--- src/rtl/noc_ni_pkg.sv ---
// Shared types and constants for the mesh-tile network interface (package noc_pkg).
package noc_pkg;

    localparam int unsigned FLIT_W    = 18;
    localparam int unsigned DATA_W    = 16;
    localparam int unsigned COORD_W   = 2;
    localparam int unsigned FIFO_W    = 2 * COORD_W + 1 + DATA_W;

    // Flit field bit positions
    localparam int unsigned TYPE_MSB  = 17;
    localparam int unsigned TYPE_LSB  = 16;
    localparam int unsigned DST_X_LSB = 14;
    localparam int unsigned DST_Y_LSB = 12;
    localparam int unsigned SRC_X_LSB = 10;
    localparam int unsigned SRC_Y_LSB = 8;

    typedef enum logic [1:0] {
        FLIT_IDLE = 2'b00,
        FLIT_HEAD = 2'b01,
        FLIT_BODY = 2'b10,
        FLIT_TAIL = 2'b11
    } flit_type_e;

    typedef struct packed {
        flit_type_e         ftype;
        logic [COORD_W-1:0] dst_x;
        logic [COORD_W-1:0] dst_y;
        logic [COORD_W-1:0] src_x;
        logic [COORD_W-1:0] src_y;
        logic [7:0]         rsvd;
    } head_flit_t;

    // One injection FIFO entry
    typedef struct packed {
        logic [COORD_W-1:0] dest_x;
        logic [COORD_W-1:0] dest_y;
        logic               last;
        logic [DATA_W-1:0]  data;
    } inj_entry_t;

    typedef enum logic [1:0] {
        IDLE    = 2'd0,
        HEAD    = 2'd1,
        PAYLOAD = 2'd2
    } inj_state_e;

    // Body flit, or tail flit when the word closes its packet
    function automatic logic [FLIT_W-1:0] make_data_flit(input logic last,
                                                          input logic [DATA_W-1:0] data);
        flit_type_e ftype;
        ftype = last ? FLIT_TAIL : FLIT_BODY;
        return {ftype, data};
    endfunction

endpackage

--- src/rtl/noc_ni_if.sv ---
// Core-side word streams and router local-port flit buses of one network interface.
interface noc_ni_if;
    import noc_pkg::*;

    logic                tx_valid;
    logic                tx_ready;
    logic [DATA_W-1:0]   tx_data;
    logic                tx_last;
    logic [COORD_W-1:0]  tx_dest_x;
    logic [COORD_W-1:0]  tx_dest_y;
    logic [FLIT_W-1:0]   L_IN;
    logic                L_IN_READY;
    logic [FLIT_W-1:0]   L_OUT;
    logic                rx_valid;
    logic [DATA_W-1:0]   rx_data;
    logic                rx_last;
    logic [COORD_W-1:0]  rx_src_x;
    logic [COORD_W-1:0]  rx_src_y;
    logic                rx_err;

    // Network interface side
    modport slave (
        input  tx_valid, tx_data, tx_last, tx_dest_x, tx_dest_y, L_IN_READY, L_OUT,
        output tx_ready, L_IN, rx_valid, rx_data, rx_last, rx_src_x, rx_src_y, rx_err
    );

    // Core / router side
    modport master (
        output tx_valid, tx_data, tx_last, tx_dest_x, tx_dest_y, L_IN_READY, L_OUT,
        input  tx_ready, L_IN, rx_valid, rx_data, rx_last, rx_src_x, rx_src_y, rx_err
    );

endinterface

--- src/rtl/noc_ni_fifo.sv ---
// Synchronous injection FIFO with full/empty flags; DEPTH must be a power of two.
module noc_ni_fifo #(
    parameter int unsigned WIDTH = 21,
    parameter int unsigned DEPTH = 4
) (
    input  logic             clk,
    input  logic             rst,
    input  logic             i_push,
    input  logic [WIDTH-1:0] i_wdata,
    input  logic             i_pop,
    output logic [WIDTH-1:0] o_rdata,
    output logic             o_full,
    output logic             o_empty
);

    localparam int unsigned AW = $clog2(DEPTH);
    localparam int unsigned CW = AW + 1;

    logic [WIDTH-1:0] r_mem [DEPTH];
    logic [AW-1:0]    r_wptr;
    logic [AW-1:0]    r_rptr;
    logic [CW-1:0]    r_count;
    logic             w_do_push;
    logic             w_do_pop;

    assign o_full    = (r_count == CW'(DEPTH));
    assign o_empty   = (r_count == '0);
    assign w_do_push = i_push && !o_full;
    assign w_do_pop  = i_pop && !o_empty;
    assign o_rdata   = r_mem[r_rptr];

    // Pointer and occupancy tracking
    always_ff @(posedge clk) begin
        if (rst) begin
            r_wptr  <= '0;
            r_rptr  <= '0;
            r_count <= '0;
        end else begin
            if (w_do_push) r_wptr <= r_wptr + AW'(1);
            if (w_do_pop)  r_rptr <= r_rptr + AW'(1);
            case ({w_do_push, w_do_pop})
                2'b10:   r_count <= r_count + CW'(1);
                2'b01:   r_count <= r_count - CW'(1);
                default: r_count <= r_count;
            endcase
        end
    end

    // Storage array, no reset needed
    always_ff @(posedge clk) begin
        if (w_do_push) r_mem[r_wptr] <= i_wdata;
    end

endmodule

--- src/rtl/noc_ni.sv ---
// Mesh-tile network interface: packetises core words onto L_IN and reassembles L_OUT flits.
// Optional build macro NOC_NI_DEST_CHECK_EN: drop and flag received packets not addressed here.
module noc_ni
    import noc_pkg::*;
#(
    parameter int unsigned FIFO_DEPTH = 4
) (
    input  logic               clk,
    input  logic               rst,
    input  logic [COORD_W-1:0] X_IN,
    input  logic [COORD_W-1:0] Y_IN,
    noc_ni_if.slave            bus
);

    // ---------------- injection side ----------------
    logic               r_in_reset;
    logic               r_first;
    logic [COORD_W-1:0] r_dest_x;
    logic [COORD_W-1:0] r_dest_y;
    inj_state_e         r_state;
    inj_state_e         w_state_next;
    logic [FLIT_W-1:0]  r_l_in;
    logic [FLIT_W-1:0]  w_l_in_next;

    logic               w_full;
    logic               w_empty;
    logic               w_tx_ready;
    logic               w_push;
    logic               w_pop;
    inj_entry_t         w_wentry;
    logic [FIFO_W-1:0]  w_rdata;
    inj_entry_t         w_front;
    head_flit_t         w_head;
    flit_type_e         w_l_in_type;
    logic               w_accept;

    assign w_tx_ready = !w_full && !r_in_reset;
    assign w_push     = bus.tx_valid && w_tx_ready;

    assign w_wentry.dest_x = r_first ? bus.tx_dest_x : r_dest_x;
    assign w_wentry.dest_y = r_first ? bus.tx_dest_y : r_dest_y;
    assign w_wentry.last   = bus.tx_last;
    assign w_wentry.data   = bus.tx_data;

    // Remember the packet destination from its first word
    always_ff @(posedge clk) begin
        if (rst) begin
            r_in_reset <= 1'b1;
            r_first    <= 1'b1;
            r_dest_x   <= '0;
            r_dest_y   <= '0;
        end else begin
            r_in_reset <= 1'b0;
            if (w_push) begin
                r_first <= bus.tx_last;
                if (r_first) begin
                    r_dest_x <= bus.tx_dest_x;
                    r_dest_y <= bus.tx_dest_y;
                end
            end
        end
    end

    noc_ni_fifo #(
        .WIDTH (FIFO_W),
        .DEPTH (FIFO_DEPTH)
    ) u_fifo (
        .clk     (clk),
        .rst     (rst),
        .i_push  (w_push),
        .i_wdata (w_wentry),
        .i_pop   (w_pop),
        .o_rdata (w_rdata),
        .o_full  (w_full),
        .o_empty (w_empty)
    );

    assign w_front = inj_entry_t'(w_rdata);

    // Head flit built from the oldest queued word's destination
    always_comb begin
        w_head       = '0;
        w_head.ftype = FLIT_HEAD;
        w_head.dst_x = w_front.dest_x;
        w_head.dst_y = w_front.dest_y;
        w_head.src_x = X_IN;
        w_head.src_y = Y_IN;
    end

    assign w_l_in_type = flit_type_e'(r_l_in[TYPE_MSB:TYPE_LSB]);
    assign w_accept    = (w_l_in_type != FLIT_IDLE) && bus.L_IN_READY;

    // Injection state and L_IN register
    always_ff @(posedge clk) begin
        if (rst) begin
            r_state <= IDLE;
            r_l_in  <= '0;
        end else begin
            r_state <= w_state_next;
            r_l_in  <= w_l_in_next;
        end
    end

    // Injection next state, next flit and FIFO pop
    always_comb begin
        w_state_next = r_state;
        w_l_in_next  = r_l_in;
        w_pop        = 1'b0;
        case (r_state)
            IDLE: begin
                if (!w_empty) begin
                    w_l_in_next  = w_head;
                    w_state_next = HEAD;
                end
            end
            HEAD: begin
                if (w_accept) begin
                    if (!w_empty) begin
                        w_l_in_next = make_data_flit(w_front.last, w_front.data);
                        w_pop       = 1'b1;
                    end else begin
                        w_l_in_next = '0;
                    end
                    w_state_next = PAYLOAD;
                end
            end
            PAYLOAD: begin
                if (w_accept && (w_l_in_type == FLIT_TAIL)) begin
                    w_l_in_next  = '0;
                    w_state_next = IDLE;
                end else if (w_accept || (w_l_in_type == FLIT_IDLE)) begin
                    // Slot free: send next word, or idle across an underflow gap
                    if (!w_empty) begin
                        w_l_in_next = make_data_flit(w_front.last, w_front.data);
                        w_pop       = 1'b1;
                    end else begin
                        w_l_in_next = '0;
                    end
                end
            end
            default: begin
                w_l_in_next  = '0;
                w_state_next = IDLE;
            end
        endcase
    end

    assign bus.L_IN     = r_l_in;
    assign bus.tx_ready = w_tx_ready;

    // ---------------- ejection side ----------------
    flit_type_e         w_rx_type;
    logic               w_dst_mismatch;
    logic               r_in_pkt;
    logic               r_drop;
    logic               r_rx_valid;
    logic [DATA_W-1:0]  r_rx_data;
    logic               r_rx_last;
    logic [COORD_W-1:0] r_rx_src_x;
    logic [COORD_W-1:0] r_rx_src_y;
    logic               r_rx_err;

    assign w_rx_type = flit_type_e'(bus.L_OUT[TYPE_MSB:TYPE_LSB]);

`ifdef NOC_NI_DEST_CHECK_EN
    assign w_dst_mismatch = (bus.L_OUT[DST_X_LSB +: COORD_W] != X_IN) ||
                            (bus.L_OUT[DST_Y_LSB +: COORD_W] != Y_IN);
`else
    assign w_dst_mismatch = 1'b0;
`endif

    // Reassemble incoming flits into single-cycle word pulses
    always_ff @(posedge clk) begin
        if (rst) begin
            r_in_pkt   <= 1'b0;
            r_drop     <= 1'b0;
            r_rx_valid <= 1'b0;
            r_rx_data  <= '0;
            r_rx_last  <= 1'b0;
            r_rx_src_x <= '0;
            r_rx_src_y <= '0;
            r_rx_err   <= 1'b0;
        end else begin
            r_rx_valid <= 1'b0;
            r_rx_last  <= 1'b0;
            case (w_rx_type)
                FLIT_HEAD: begin
                    if (r_in_pkt || w_dst_mismatch) r_rx_err <= 1'b1;
                    r_rx_src_x <= bus.L_OUT[SRC_X_LSB +: COORD_W];
                    r_rx_src_y <= bus.L_OUT[SRC_Y_LSB +: COORD_W];
                    r_in_pkt   <= 1'b1;
                    r_drop     <= w_dst_mismatch;
                end
                FLIT_BODY, FLIT_TAIL: begin
                    if (!r_in_pkt) begin
                        r_rx_err <= 1'b1;
                    end else begin
                        if (!r_drop) begin
                            r_rx_valid <= 1'b1;
                            r_rx_data  <= bus.L_OUT[DATA_W-1:0];
                            r_rx_last  <= (w_rx_type == FLIT_TAIL);
                        end
                        if (w_rx_type == FLIT_TAIL) begin
                            r_in_pkt <= 1'b0;
                            r_drop   <= 1'b0;
                        end
                    end
                end
                default: ;
            endcase
        end
    end

    assign bus.rx_valid = r_rx_valid;
    assign bus.rx_data  = r_rx_data;
    assign bus.rx_last  = r_rx_last;
    assign bus.rx_src_x = r_rx_src_x;
    assign bus.rx_src_y = r_rx_src_y;
    assign bus.rx_err   = r_rx_err;

endmodule
--- src/flat_wrapper.sv ---
// flat-port wrapper written by rule: the top's interface ports become plain ports
module noc_ni_flat import noc_pkg::*;
#(
    parameter int unsigned FIFO_DEPTH = 4
)
  (clk, rst, X_IN, Y_IN, bus_tx_valid, bus_tx_data, bus_tx_last, bus_tx_dest_x, bus_tx_dest_y, bus_L_IN_READY, bus_L_OUT, bus_tx_ready, bus_L_IN, bus_rx_valid, bus_rx_data, bus_rx_last, bus_rx_src_x, bus_rx_src_y, bus_rx_err);
  noc_ni_if bus_i ();
  input  logic clk;
  input  logic rst;
  input  logic [COORD_W-1:0] X_IN;
  input  logic [COORD_W-1:0] Y_IN;
  input wire logic [$bits(bus_i.tx_valid)-1:0] bus_tx_valid;
  input wire logic [$bits(bus_i.tx_data)-1:0] bus_tx_data;
  input wire logic [$bits(bus_i.tx_last)-1:0] bus_tx_last;
  input wire logic [$bits(bus_i.tx_dest_x)-1:0] bus_tx_dest_x;
  input wire logic [$bits(bus_i.tx_dest_y)-1:0] bus_tx_dest_y;
  input wire logic [$bits(bus_i.L_IN_READY)-1:0] bus_L_IN_READY;
  input wire logic [$bits(bus_i.L_OUT)-1:0] bus_L_OUT;
  output wire logic [$bits(bus_i.tx_ready)-1:0] bus_tx_ready;
  output wire logic [$bits(bus_i.L_IN)-1:0] bus_L_IN;
  output wire logic [$bits(bus_i.rx_valid)-1:0] bus_rx_valid;
  output wire logic [$bits(bus_i.rx_data)-1:0] bus_rx_data;
  output wire logic [$bits(bus_i.rx_last)-1:0] bus_rx_last;
  output wire logic [$bits(bus_i.rx_src_x)-1:0] bus_rx_src_x;
  output wire logic [$bits(bus_i.rx_src_y)-1:0] bus_rx_src_y;
  output wire logic [$bits(bus_i.rx_err)-1:0] bus_rx_err;
  assign bus_i.tx_valid = bus_tx_valid;
  assign bus_i.tx_data = bus_tx_data;
  assign bus_i.tx_last = bus_tx_last;
  assign bus_i.tx_dest_x = bus_tx_dest_x;
  assign bus_i.tx_dest_y = bus_tx_dest_y;
  assign bus_i.L_IN_READY = bus_L_IN_READY;
  assign bus_i.L_OUT = bus_L_OUT;
  assign bus_tx_ready = bus_i.tx_ready;
  assign bus_L_IN = bus_i.L_IN;
  assign bus_rx_valid = bus_i.rx_valid;
  assign bus_rx_data = bus_i.rx_data;
  assign bus_rx_last = bus_i.rx_last;
  assign bus_rx_src_x = bus_i.rx_src_x;
  assign bus_rx_src_y = bus_i.rx_src_y;
  assign bus_rx_err = bus_i.rx_err;
  noc_ni #(.FIFO_DEPTH(FIFO_DEPTH)) u_core (.clk(clk), .rst(rst), .X_IN(X_IN), .Y_IN(Y_IN), .bus(bus_i));
endmodule
--- config.mk ---
export PLATFORM = sky130hd
export DESIGN_NAME = noc_ni_flat
export DESIGN_NICKNAME = d
export VERILOG_FILES = /design/src/rtl/noc_ni_pkg.sv /design/src/rtl/noc_ni_if.sv /design/src/rtl/noc_ni_fifo.sv /design/src/rtl/noc_ni.sv /design/src/flat_wrapper.sv
export SDC_FILE = /design/constraint.sdc
export NUM_CORES = 1
export LEC_CHECK = 0
export BUFFER_PORTS_ARGS = -buffer_cell sky130_fd_sc_hd__buf_2
export CAP_MARGIN = 30
export CORE_MARGIN = 1
export CORE_UTILIZATION = 40
export CTS_CLUSTER_DIAMETER = 60
export DETAILED_ROUTE_END_ITERATION = 6
export MAX_ROUTING_LAYER = met4
export SYNTH_ARGS = -nofsm -noshare
export SYNTH_HDL_FRONTEND = slang
export SYNTH_SLANG_ARGS = --single-unit
--- constraint.sdc ---
create_clock -name clk -period 2.17 [get_ports clk]
set_clock_uncertainty 0.15 [all_clocks]
set_input_delay 0.217 -clock clk [delete_from_list [all_inputs] [get_ports clk]]
set_output_delay 0.217 -clock clk [all_outputs]
set_load 0.02 [all_outputs]
-- Yosys cells after proc, flatten, opt, wreduce, memory -nomap -nowiden
Memory sizes are Yosys's and may differ from the RTL's. A register that Yosys moved wholly into a read port is not among the register bits.
Index checks and enable logic that the tools add are counted.
- flip-flop bits (word level): 58
- bits in latches: 0
- RAM bits: 84
- ROM bits: 0
- input bits: 47
- output and inout bits: 42
- word-level logic and storage cells: 100
- memories kept: 1
- memory list (memory ; words ; width ; rd ports ; clocked after Yosys merged registers in ; wr ports ; line ; source):
    u_core.u_fifo.r_mem ; 4 ; 21 ; 1 ; 1 ; 1 ; noc_ni_fifo.sv:19 ; logic [WIDTH-1:0] r_mem [DEPTH];
- $add $sub $neg: 4
- $mul: 0
- divide/modulo/power cells: 0
- order comparisons: 0
- equal/unequal tests: 17
- shifts and indexed selects: 0
- muxes and demuxes: 34
- bitwise operators: 3
- reductions and logical operators: 24
- operators with widths (kind ; count):
    $mux W18 ; 5
    $pmux W18 S3 ; 1
    $mux W1 ; 15
    $reduce_and A3 Y1 ; 5
    $mux W2 ; 7
    $eq A2 B2 Y1 const B ; 5
    $ne A2 B1 Y1 const B ; 5
    $pmux W1 S2 ; 4
    $eq A2 B1 Y1 const B ; 3
    $logic_and A1 B1 Y1 ; 6
    $pmux W2 S3 ; 1
    $pmux W3 S2 ; 1
    $reduce_bool A2 Y1 ; 3
    $add A2 B1 Y2 const B ; 2
    $logic_not A2 Y1 ; 2
    $ne A2 B2 Y1 const B ; 2
    $reduce_or A4 Y1 ; 1
    $add A3 B1 Y3 const B ; 1
    $eq A3 B3 Y1 const B ; 1
    $logic_not A1 Y1 ; 3
    $logic_not A3 Y1 ; 1
    $ne A3 B1 Y1 const B ; 1
    $not A1 Y1 ; 3
    $reduce_or A3 Y1 ; 1
    other kinds (3) ; 3

-- Longest topological paths before layout
- depth in word-level cells: 9
- mapped depth: 10
- mapped depth without buffers: 10

-- By module
A second synthesis with hierarchy kept.
- cells, all modules: 384
- area, all modules: 5524.0 µm²
- modules (own cells, without submodules) (module ; instances ; cells an instance ; area each (µm²) ; seq. area each (µm²)):
    noc_ni_fifo ; 1 ; 163 ; 3508.4 ; 2702.6
    noc_ni ; 1 ; 221 ; 2015.7 ; 1001.0

-- Least setup slack after synthesis
No wires, ideal clock.
- kind: register -> register
- from: register u_core.r_l_in[16] (netlist: u_core.bus.L_IN[16])
- to: register u_core.u_fifo.r_count[2]
- setup time: 70 ps
- data arrival time: 2169 ps
- data required time: 1950 ps
- path slack: -219 ps
- cell stages (with the launch flop): 10
- buffers on the path: 0
- period minus slack after synthesis: 2389 ps
- cell sequence: dfxtp_1 -> o21ai_1 -> a21boi_1 -> nor3_1 -> ha_1 -> inv_1 -> fa_1 -> xor2_1 -> or3_1 -> a21oi_1
- word-level cells in the longest chain between the ends: 9
- elaborated cells on any way between the ends: 15
- classes of those cells: 3 x eq/ne; 5 x mux; 7 x reduce/logical
- RTL lines (element ; line ; source):
    start: declaration ; noc_ni.sv:22 ; logic [FLIT_W-1:0] r_l_in;
    start signal: assignment ; noc_ni.sv:100 ; r_l_in <= w_l_in_next;
    $reduce_bool A2 Y1 ; noc_ni.sv:91 ; assign w_accept = (w_l_in_type != FLIT_IDLE) && bus.L_IN_READY;
    $logic_and A1 B1 Y1 ; noc_ni.sv:91 ;
    $logic_or A1 B1 Y1 ; noc_ni.sv:131 ; end else if (w_accept || (w_l_in_type == FLIT_IDLE)) begin
    $mux W1 ; noc_ni.sv:131 ;
    $mux W1 ; noc_ni.sv:128 ; if (w_accept && (w_l_in_type == FLIT_TAIL)) begin
    $pmux W1 S2 (*) ; noc_ni.sv:109 ; case (r_state)
    $logic_and A1 B1 Y1 (*) ; noc_ni_fifo.sv:29 ; assign w_do_pop = i_pop && !o_empty;
    net u_core.u_fifo.w_do_pop ; noc_ni_fifo.sv:24 ; logic w_do_pop;
    $eq A2 B1 Y1 or $eq A2 B2 Y1 (tied branches) ; noc_ni_fifo.sv:41 ; case ({w_do_push, w_do_pop})
    $pmux W3 S2 or $reduce_bool A2 Y1 (tied branches) ; -- ;
    end signal: assignment ; noc_ni_fifo.sv:42 ; 2'b10: r_count <= r_count + CW'(1);
    end signal: assignment ; noc_ni_fifo.sv:43 ; 2'b01: r_count <= r_count - CW'(1);
    end signal: assignment ; noc_ni_fifo.sv:44 ; default: r_count <= r_count;
    end: declaration ; noc_ni_fifo.sv:22 ; logic [CW-1:0] r_count;
Mark *: on every way through the listed nets, which the timed path passes. The rest lies on a longest branch.
A chain may end at the register's enable or synchronous reset.

-- Final worst setup path
- from: register u_core.r_state[1]
- to: register u_core.u_fifo.r_count[2]
- word-level cells in the longest chain between the ends: 5
- elaborated cells on any way between the ends: 8
- classes of those cells: 4 x eq/ne; 2 x mux; 2 x reduce/logical
- RTL lines (element ; line ; source):
    start: declaration ; noc_ni.sv:20 ; inj_state_e r_state;
    start signal: assignment ; noc_ni.sv:99 ; r_state <= w_state_next;
    $eq A2 B2 Y1 or $eq A2 B1 Y1 (tied branches) ; noc_ni.sv:109 ;
    $pmux W1 S2 (*) ; noc_ni.sv:109 ;
    $logic_and A1 B1 Y1 (*) ; noc_ni_fifo.sv:29 ;
    net u_core.u_fifo.w_do_pop ; noc_ni_fifo.sv:24 ;
    $eq A2 B1 Y1 or $eq A2 B2 Y1 (tied branches) ; noc_ni_fifo.sv:41 ;
    $pmux W3 S2 or $reduce_bool A2 Y1 (tied branches) ; -- ;
Marked as above.

==> flow_results.xml <==
<?xml version="1.0" encoding="UTF-8"?>
<metrics>
  <group name="timing">
    <metric name="final-setup-viol-count" unit="">1</metric>
    <metric name="finalHoldViolations" unit="">0</metric>
    <metric name="slew_viol_final" unit="">0</metric>
    <metric name="worstMarginPinSlew" unit="ns">0.5523</metric>
    <metric name="grt_setup_unrepaired" unit="">true</metric>
    <metric name="post_layout_min_period" unit="ns">2.240</metric>
    <metric name="worst_slack" unit="ns">-0.07018</metric>
    <metric name="final_min_period_over_clock_period" unit="">1.032</metric>
    <metric name="max_freq" unit="MHz">446.4</metric>
    <metric name="timing.max_slew.rel_slack" unit="">0.6309</metric>
  </group>
  <group name="logic_synthesis">
    <metric name="post-synth-top-count-cell" unit="">edfxtp_1</metric>
    <metric name="synth_cells" unit="">366</metric>
    <metric name="synthXorXnorAreaFrac" unit="">0.004719</metric>
    <metric name="synth_ff_type" unit="">edfxtp_1</metric>
    <metric name="synthSimpleGateAreaFrac" unit="">0.07528</metric>
    <metric name="register_bit_count_reported_by_yosys" unit="">143</metric>
    <metric name="netlist-cell-type-count" unit="">55</metric>
    <metric name="total_nets_after_synthesis" unit="">424</metric>
    <metric name="synth_top_family_by_area" unit="">multiplexers</metric>
    <metric name="synthDominantAreaCellType" unit="">edfxtp_1</metric>
    <metric name="number_of_synthesized_flops_with_an_enable_pin" unit="">84</metric>
    <metric name="synth_compound_gate_area_share" unit="">0.08607</metric>
    <metric name="synth.mux.area_fraction" unit="">0.1139</metric>
    <metric name="synth_area" unit="um^2">5568</metric>
    <metric name="synth_warnings" unit="">0</metric>
    <metric name="synth_common_cells" unit="">84 x edfxtp_1, 59 x dfxtp_1, 34 x nand2_1</metric>
    <metric name="postSynth.asyncResetShare" unit="">0</metric>
    <metric name="adder_and_majority_cell_fraction_of_the_synthesized_area" unit="">0.02607</metric>
    <metric name="post_synth_main_area_contributors" unit="">edfxtp_1 45%, dfxtp_1 21%, mux4_2 6.9%</metric>
    <metric name="yosysSeqAreaShare" unit="">0.6652</metric>
    <metric name="synth_top_cell_area_share" unit="">0.4530</metric>
    <metric name="synthesized_area_per_cell" unit="um^2">15.21</metric>
  </group>
  <group name="route">
    <metric name="wl_per_cell" unit="um">16.04</metric>
    <metric name="drt-vias-per-instance" unit="">4.980</metric>
    <metric name="overall_routed_net_length" unit="mm">11.48</metric>
    <metric name="route.antenna.remaining_nets" unit="">0</metric>
    <metric name="detailroute.via_count" unit="">3566</metric>
    <metric name="drt_iter0_markers" unit="">159</metric>
    <metric name="first_pass_iters" unit="">4</metric>
    <metric name="drc" unit="">0</metric>
  </group>
  <group name="setup_path">
    <metric name="setup.worst_path.end_class" unit="">flip-flop</metric>
    <metric name="worstSetupStartpointType" unit="">flip-flop</metric>
    <metric name="worstPathRequired" unit="ns">2.36</metric>
    <metric name="crit_chain" unit="">inv_4 -&gt; ha_4 -&gt; nand2b_4 -&gt; nor3_4 -&gt; ha_2 -&gt; inv_2 -&gt; fa_2 -&gt; xor2_1 -&gt; or3_1 -&gt; a21oi_1</metric>
    <metric name="crit_fanout" unit="">3</metric>
    <metric name="path_class" unit="">reg2reg</metric>
    <metric name="rr_worst_depth" unit="">10</metric>
    <metric name="critPathSlowestCell" unit="">dfxtp_4</metric>
    <metric name="cp_data_arrival_time" unit="ns">2.43</metric>
    <metric name="slowest_delay" unit="ns">0.37</metric>
    <metric name="rr_startpoint" unit="">u_core.r_state[1]$_SDFFE_PP0P_</metric>
    <metric name="reg2reg_to" unit="">u_core.u_fifo.r_count[2]$_SDFFE_PP0P_</metric>
    <metric name="ff2ff_setup_slack" unit="ns">-0.07</metric>
  </group>
  <group name="clock_tree">
    <metric name="cts_sinks" unit="">143</metric>
    <metric name="num_cts_buffers" unit="">17</metric>
    <metric name="h-tree-depth" unit="">4</metric>
    <metric name="clockBufferDepth" unit="">2</metric>
    <metric name="worst_setup_hold_path_clk_slew" unit="ns">0.06</metric>
    <metric name="cts_tree" unit="">built</metric>
    <metric name="clk-insertion-delay-late" unit="ns">0.41</metric>
    <metric name="cts_root_buf" unit="">clkbuf_16</metric>
  </group>
  <group name="floorplan">
    <metric name="die_height" unit="um">120.0</metric>
    <metric name="start_util" unit="">0.4155</metric>
    <metric name="die_width" unit="um">120.0</metric>
    <metric name="placementRows" unit="">42</metric>
    <metric name="floorplan.die_area" unit="um^2">14400</metric>
    <metric name="core_area" unit="um^2">13400</metric>
    <metric name="ioPinCount" unit="">89</metric>
  </group>
  <group name="global_route">
    <metric name="grt_overflow" unit="">0</metric>
    <metric name="first_global_vias" unit="">3588</metric>
    <metric name="grt_use_total" unit="">0.1752</metric>
    <metric name="grt_pass1_wl" unit="mm">18.23</metric>
    <metric name="maximum_number_of_pins_on_one_net_before_global_route_repair" unit="">36</metric>
    <metric name="antenna_violations_before_repair" unit="">0</metric>
  </group>
  <group name="status">
    <metric name="outcome" unit="">complete, but fails checks</metric>
    <metric name="failed_checks" unit="">negative setup slack</metric>
  </group>
  <group name="hold_path">
    <metric name="start_point_of_the_worst_hold_path" unit="">bus_tx_dest_y[1]</metric>
    <metric name="hold_path_class" unit="">in2reg</metric>
    <metric name="hold_end" unit="">u_core.u_fifo.r_mem[2][18]$_DFFE_PP_</metric>
    <metric name="hold-path-cell-count" unit="">2</metric>
  </group>
  <group name="placement">
    <metric name="place.detailed.instances" unit="">639</metric>
    <metric name="placement.io_buffers" unit="">88</metric>
    <metric name="dp_hpwl" unit="mm">7.353</metric>
    <metric name="placement.setup.worst_slack" unit="ns">-0.1242</metric>
    <metric name="globalplace.congestion" unit="">0.7183</metric>
  </group>
  <group name="layout">
    <metric name="filler_free_cell_count_of_the_finished_design" unit="">716</metric>
    <metric name="multi_input_comb_area" unit="um^2">1775</metric>
    <metric name="finalNetCount" unit="">585</metric>
    <metric name="nFillCells" unit="">1080</metric>
    <metric name="final-seq-area" unit="um^2">3719</metric>
    <metric name="ant_diodes" unit="">0</metric>
    <metric name="layout-drive-gt1-share" unit="">0.3667</metric>
    <metric name="syn2layout_area_growth" unit="%">34.97</metric>
  </group>
  <group name="flow_run">
    <metric name="max_cap_violations" unit="">0</metric>
  </group>
  <group name="power_and_ir_drop">
    <metric name="power.leakage" unit="uW">0.002866</metric>
    <metric name="powerDensity" unit="nW/um^2">999.3</metric>
    <metric name="peakVddDrop" unit="uV">500.6</metric>
  </group>
</metrics>
how the worst max path moves through the flow:
stage,from,end,cells after the start
final,u_core.r_state[1]$_SDFFE_PP0P_,u_core.u_fifo.r_count[2]$_SDFFE_PP0P_,10
after global routing,u_core.r_state[1]$_SDFFE_PP0P_,u_core.u_fifo.r_count[2]$_SDFFE_PP0P_,10
after CTS,u_core.r_state[0]$_SDFFE_PP0P_,u_core.u_fifo.r_count[2]$_SDFFE_PP0P_,10
after detailed placement,u_core.r_state[0]$_SDFFE_PP0P_,u_core.u_fifo.r_count[2]$_SDFFE_PP0P_,10
after global placement,u_core.r_state[1]$_SDFFE_PP0P_,u_core.u_fifo.r_count[2]$_SDFFE_PP0P_,10
after floorplan,u_core.r_state[1]$_SDFFE_PP0P_,u_core.u_fifo.r_count[2]$_SDFFE_PP0P_,10
kinds of logic (layout without fill, tap and decap cells):
logic type,Yosys count,count (layout)
and+or+nand+nor,80,80
adders and majority gates,11,11
AOI/OAI and AO/OA,66,66
DFF,143,143
xor gates and xnor gates,3,3
muxes,35,35
buffers and inverters,28,202
final cells by class:
cell class	instances	share of cell area
clock buffer	20	0.05944
clock inverter	12	0.02747
inverter	11	0.006161
multi-input combinational	195	0.2363
sequential	143	0.4948
tap	176	0.02930
timing repair buffer	159	0.1465
cells in the final DEF, fill, tap and decap left out, types with 3 or more instances in the layout:
cell | synthesis | layout
a22oi_1 | 4 | 4
and2_1 | 6 | 6
dfxtp_1 | 59 | 55
nor2_1 | 18 | 17
mux2i_1 | 9 | 9
clkbuf_16 | 0 | 17
a221o_1 | 4 | 4
o21a_1 | 3 | 3
dfxtp_4 | 0 | 4
bufinv_16 | 0 | 5
clkinv_4 | 0 | 3
a22o_1 | 8 | 8
buf_2 | 2 | 88
mux4_1 | 4 | 4
o2bb2ai_1 | 5 | 5
mux4_2 | 17 | 17
ha_1 | 10 | 6
nor2b_1 | 3 | 3
buf_4 | 3 | 28
inv_1 | 11 | 8
ha_4 | 0 | 3
nand2_1 | 34 | 34
nor4bb_1 | 4 | 4
a21oi_1 | 27 | 27
mux2_2 | 4 | 4
edfxtp_1 | 84 | 84
dlygate4sd3_1 | 0 | 41
power breakdown:
part           switching, uW  internal, uW
sequential              81.6          3010
clock                   1110          2080
combinational            663           563
stage by stage:
step	utilization	hold WS (ns)	TNS [ns]	total power (uW)	instance area (um^2)
floorplan	-	0.09472	-0.04070	3819	5603
CTS	0.5555	0.01811	-0.1296	7488	7443
global route	0.5608	0.02712	-0.1493	7820	7515
finish	0.5608	0.02906	-0.07018	7510	7515
global placement	0.4750	0.2816	-0.04944	4195	6365
detailed placement	0.4750	0.2863	-0.1242	4227	6365
metal layers:
metal | global-route usage | part of all wire | vias to the layer above
met5 | - | 0 | -
met1 | 0.2124 | 0.43 | 1767
met3 | 0.04800 | 0.039 | 12
met4 | 0.07188 | 0.018 | 0
met2 | 0.2766 | 0.51 | 87
li1 | - | - | 1700
flip-flops by register name (all words and copies together) (netlist names), 2 cells and up, named ones only:
signal	cells
u_core.bus.rx_data	16
u_core.r_state	2
u_core.u_fifo.r_wptr	2
u_core.u_fifo.r_mem	84
u_core.bus.L_IN	18
u_core.bus.rx_src_x	2
u_core.u_fifo.r_rptr	2
u_core.r_dest_x	2
u_core.r_dest_y	2
u_core.bus.rx_src_y	2
u_core.u_fifo.r_count	3
critical path, delay by kind of cell, from the launching register on:
kind / cells / cell delay (ns)
fa+ha+maj: 3 / 0.78
buf+inv: 2 / 0.09
xor+xnor: 1 / 0.15
flops: 1 / 0.37
simple gates: 3 / 0.48
compound gates: 1 / 0.13
repair_timing:
action / in CTS / in global routing
hold buffers: 41 / 0
setup buffers: 2 / 2
pin swaps: 0 / 1
gates resized for setup: 0 / 12
hold endpoints to repair: 100 / 0
setup endpoints to repair: 2 / 2
Power figures use the tool's default switching activity.
